## config.mk

```make
export PLATFORM = sky130hd
export DESIGN_NAME = irq_controller
export DESIGN_NICKNAME = d
export VERILOG_FILES = /design/src/rtl/irq_controller_pkg.sv /design/src/rtl/irq_sync_edge.sv /design/src/rtl/irq_controller.sv
export SDC_FILE = /design/constraint.sdc
export NUM_CORES = 1
export LEC_CHECK = 0
export CAP_MARGIN = 40
export CORE_ASPECT_RATIO = 0.6
export CORE_MARGIN = 1
export CORE_UTILIZATION = 40
export DETAILED_ROUTE_END_ITERATION = 12
export PLACE_DENSITY = 0.86
export SLEW_MARGIN = 20
export SYNTH_ARGS = -nofsm -noshare
export SYNTH_HDL_FRONTEND = slang
export SYNTH_SLANG_ARGS = --single-unit
```

## constraint.sdc

```tcl
create_clock -name clk -period 0.9 [get_ports clk]
set_input_delay 0.18 -clock clk [delete_from_list [all_inputs] [get_ports clk]]
set_output_delay 0.18 -clock clk [all_outputs]
set_load 0.02 [all_outputs]
```

## src/rtl/irq_controller_pkg.sv

```systemverilog
// Shared definitions for the interrupt front-end: FSM state encoding and vector width.
// Latency: not applicable (types, constants and a helper function only).
// Backpressure: not applicable.
package irq_controller_pkg;

    // FSM encoding, kept stable so state values are recognisable in waveforms
    localparam logic [1:0] ST_IDLE_ENC    = 2'b00;
    localparam logic [1:0] ST_ASSERT_ENC  = 2'b01;
    localparam logic [1:0] ST_SERVICE_ENC = 2'b10;

    typedef enum logic [1:0] {
        ST_IDLE    = ST_IDLE_ENC,
        ST_ASSERT  = ST_ASSERT_ENC,
        ST_SERVICE = ST_SERVICE_ENC
    } irq_state_t;

    // Vector width defaults to the processor data width
    localparam int IRQ_DATA_W = 16;

    // Width of a source index; a single source still needs one bit
    function automatic int idx_width(input int n);
        return (n > 1) ? $clog2(n) : 1;
    endfunction

endpackage

```

## src/rtl/irq_sync_edge.sv

```systemverilog
// One request line: 2-flop synchroniser, history flop and rising-edge detect.
// Latency: an input rise is seen on rise two edges later, for exactly one cycle.
// Backpressure: none; the edge pulse is lost unless the consumer latches it.
module irq_sync_edge (
    input  logic clk,
    input  logic rst,
    input  logic din,
    output logic rise
);

    logic sync1;
    logic sync2;
    logic prev;

    // Synchronise the asynchronous line, then keep one cycle of history for edge detection
    always_ff @(posedge clk or negedge rst) begin
        if (!rst) begin
            sync1 <= 1'b0;
            sync2 <= 1'b0;
            prev  <= 1'b0;
        end else begin
            sync1 <= din;
            sync2 <= sync1;
            prev  <= sync2;
        end
    end

    assign rise = sync2 & ~prev;

endmodule

```

## src/rtl/irq_controller.sv

```systemverilog
// Interrupt front-end: latches source edges as pending, masks, grants the lowest index.
// Latency: source rise to interrupt is 4 edges; interrupt drops the edge after fetch_ready.
// Backpressure: interrupt is held until fetch_ready; new grants wait for rti_done.
module irq_controller
    import irq_controller_pkg::*;
#(
    parameter int N_SRC = 4,
    parameter int W     = IRQ_DATA_W
) (
    input  logic             clk,
    input  logic             rst,
    input  logic [N_SRC-1:0] irq_src,
    input  logic             mask_we,
    input  logic [N_SRC-1:0] mask_wd,
    input  logic             fetch_ready,
    input  logic             rti_done,
    output logic             interrupt,
    output logic [W-1:0]     vector,
    output logic [N_SRC-1:0] pending,
    output logic             in_service
);

    localparam int IDX_W = idx_width(N_SRC);

    irq_state_t       state;
    irq_state_t       state_nxt;
    logic [N_SRC-1:0] rise;
    logic [N_SRC-1:0] mask;
    logic [N_SRC-1:0] eligible;
    logic [N_SRC-1:0] clr_vec;
    logic [IDX_W-1:0] grant_idx;
    logic [IDX_W-1:0] prio_idx;
    logic             accept;

    for (genvar i = 0; i < N_SRC; i++) begin : g_src
        irq_sync_edge u_sync (
            .clk  (clk),
            .rst  (rst),
            .din  (irq_src[i]),
            .rise (rise[i])
        );
    end

    assign eligible = pending & ~mask;
    assign accept   = (state == ST_ASSERT) && fetch_ready;

    // Fixed priority: scan downwards so the lowest eligible index is the last write
    always_comb begin
        prio_idx = '0;
        for (int i = N_SRC - 1; i >= 0; i--) begin
            if (eligible[i]) begin
                prio_idx = IDX_W'(i);
            end
        end
    end

    // One-hot clear of the granted source in the cycle the processor captures it
    always_comb begin
        clr_vec = '0;
        if (accept) begin
            clr_vec[grant_idx] = 1'b1;
        end
    end

    // Next-state: grant, hold until captured, then block until RTI retires
    always_comb begin
        state_nxt = state;
        case (state)
            ST_IDLE:    if (|eligible)  state_nxt = ST_ASSERT;
            ST_ASSERT:  if (fetch_ready) state_nxt = ST_SERVICE;
            ST_SERVICE: if (rti_done)   state_nxt = ST_IDLE;
            default:                    state_nxt = ST_IDLE;
        endcase
    end

    // State register, grant latch and registered outputs decoded from the next state
    always_ff @(posedge clk or negedge rst) begin
        if (!rst) begin
            state      <= ST_IDLE;
            grant_idx  <= '0;
            interrupt  <= 1'b0;
            in_service <= 1'b0;
        end else begin
            state      <= state_nxt;
            if (state == ST_IDLE && state_nxt == ST_ASSERT) begin
                grant_idx <= prio_idx;
            end
            interrupt  <= (state_nxt == ST_ASSERT);
            in_service <= (state_nxt == ST_SERVICE);
        end
    end

    // Pending and mask registers; a new edge wins over a same-cycle clear
    always_ff @(posedge clk or negedge rst) begin
        if (!rst) begin
            pending <= '0;
            mask    <= '0;
        end else begin
            pending <= (pending & ~clr_vec) | rise;
            if (mask_we) begin
                mask <= mask_wd;
            end
        end
    end

    assign vector = W'(grant_idx);

endmodule

```

==> impl_metrics.ini <==
[outcome]
outcome = complete, but fails checks
violations = negative setup slack

[drt]
drt-vias-per-instance = 4.65
wire_per_inst_um = 14.6
drt_first_pass_iters = 4
drtIter0Drc = 16
drt_wl_total_um = 2330
via_count = 739
ant_nets = 0
drc = 0

[place]
io_buffers = 20
gp_congestion = 0.775
place_inst = 148
placed_cell_area_um2 = 1390
place_ws_ns = -0.425
dp_hpwl_um = 1440

[clock_tree]
cts_tree = done
cts_buffer_depth = 2
path_clk_slew_ns = 0.09
clkSinkCount = 26
cts_buffers = 3
postCtsHoldBufs = 0
htreeDepth = 1
clock-root-buffer = clkbuf_8
clkLatencyLatePin_ns = 0.27

[global_route]
grt_overflow = 0
grt_max_degree = 27
grt_usage = 0.188
grt_pass1_vias = 755
antenna_found_initial = 0
grt_pass1_wl_um = 3660

[pwr]
p_per_area_nw_per_um2 = 3290
peakVddDrop_mv = 1.27
p_leak_nw = 0.775
pwr-share-comb = 0.514
swShare = 0.342
internal_power_mw = 3.53
p_seq_frac = 0.308
switchingPower_mw = 1.83
total_power_mw = 5.36
p_clk_frac = 0.177

[setup_path]
required_ns = 1.05
startpoint = state[0]
r2r_start = state[0]
critPathMaxFanout = 3
worstPathArrival_ns = 1.28
worstSetupPathType = flop to flop
setup.worst_path.start_class = flop
cp-end-kind = flop

[die]
start_util = 0.425
dieArea_um2 = 2880
core_area_um2 = 2500
die_y_um = 42.0
rows = 14
dieWidth_um = 68.6
num_io_pins = 35

[logic_synthesis]
synth_most_common_cell = dfrtp_1
ys_top_cells_by_area = dfrtp_1, buf_4, mux2_2, o21ai_1, nand2b_4
synth_ff_type = dfrtp_1
synth_seq_cells = 26
synth_cell_types = 24
ys_warn_count = 0
netlist_area_um2 = 1060
synth.top_cell.area_share = 0.611
yosys.area.top_type = dfrtp_1
async_flop_share = 1.00
synth_enable_flop_cells = 0
synthTopCellsByCount = dfrtp_1, buf_4, o21ai_1, inv_1, mux2_2
syn-instance-count = 82
synth_area_per_cell_um2 = 13.0
yosysSeqAreaShare = 0.611

[job]
cap_violations = 0

[sta]
fin_setup_tns_ns = -2.57
worst_clock_skew_ns = 0.00818
grt_setup_unrepaired = yes
fin_crit_sh = 1.25
hold_slack_ns = 0.250
hold_viol = 0
timing.fmax_mhz = 889
setup_violations = 18
timing.final.ws_setup_ns = -0.225
maxSlewViolCount = 0
fin_crit_ns = 1.13

[layout]
final_core_util = 0.649
fin_area_um2 = 1630
stdcell_count = 159
final_nets = 141
syn_to_final_growth_pct = 52.8
drive_above_1_share = 0.480
antenna_cells = 0

[min_path]
hold_class = input pin to asynchronous set/reset pin
-- logic make-up (layout without fill, tap and decap cells) --
| kind of cell | count (synthesis) | in the layout | share of synthesized area |
|---|---|---|---|
| flip-flops | 26 | 26 | 0.611 |
| buffers and inverters | 21 | 53 | 0.134 |
| AO/OA/AOI/OAI | 18 | 18 | 0.119 |
| AND/OR/NAND/NOR | 12 | 12 | 0.0905 |
| multiplexers | 4 | 4 | 0.0423 |
| other | 1 | 14 | 0.00352 |
-- state kept, by name (all words and copies together) (netlist names) --
register and count:
state 2, interrupt 1, pending 4, g_src.u_sync.sync1 4, g_src.u_sync.sync2 4, grant_idx 2
mask 4, g_src.u_sync.prev 4, in_service 1
-- per-layer routing --
layer / vias to the layer above / part of all wire / GRT usage
met5: - / 0 / 0
met4: 0 / 0.025 / 0.0750
met3: 8 / 0.064 / 0.0714
met2: 35 / 0.52 / 0.310
met1: 358 / 0.39 / 0.217
li1: 338 / - / -
-- power groups by stage --
| stage | clock network [mW] | registers (mW) | logic (mW) |
|---|---|---|---|
| after floorplan | 0 | 1.85 | 0.854 |
| after global placement | 0 | 1.58 | 1.98 |
| after detailed placement | 0 | 1.59 | 2.05 |
| after CTS | 0.979 | 1.62 | 2.40 |
| after global routing | 1.04 | 1.68 | 2.90 |
| final | 0.951 | 1.65 | 2.76 |
-- repair_timing --
action,4_1_cts,5_1_grt
resized for setup,59,16
setup endpoints to repair,22,19
hold endpoints to repair,0,0
pin swaps,9,10
setup buffers,5,2
-- path summary, 6_finish.rpt --
path | endpoint | slack, ns | cells after the start
worst max-delay path | pending[1] | -0.23 | 5
worst min-delay path | pending[0] | 0.25 | 2
worst max register to register | pending[1] | -0.23 | 5
worst min register to register | g_src[3].u_sync.sync2 | 0.36 | 0
max in group asynchronous | pending[1] | 0.48 | 2
min in group clk | g_src[3].u_sync.sync1 | 0.34 | 1
-- cell type report --
| class | count | area (µm²) |
|---|---|---|
| fillers | 178 | 878 |
| multi-input cells | 48 | 402 |
| flip-flops and latches | 26 | 657 |
| repair buffers | 44 | 438 |
| inverters | 5 | 18.8 |
| clock inverters | 1 | 30.0 |
| clock buffers | 3 | 41.3 |
| well taps | 32 | 40.0 |
-- layout by cell type (no fill, tap or decap), drive strengths merged --
master	Yosys	layout
a21oi	1	1
nand2b	4	4
clkdlybuf4s50	0	10
inv	5	5
dfrtp	26	26
o31a	2	2
a2bb2oi	1	1
mux2	4	4
o41ai	2	2
a22oi	1	1
a211o	1	1
clkbuf	0	3
a21boi	1	1
buf	16	32
bufinv	0	1
o21ai	9	9
nor2	2	2
nand2	4	4
dlygate4sd2	0	2
conb	1	14
nor2b	1	1
nand4b	1	1
-- critical path: stages (launching register included) --
cell	delay, ns
dfrtp_1	0.37
buf_6	0.12
buf_4	0.12
nand4b_1	0.14
o21ai_1	0.17
o21ai_1	0.08
Power figures use the tool's default switching activity.
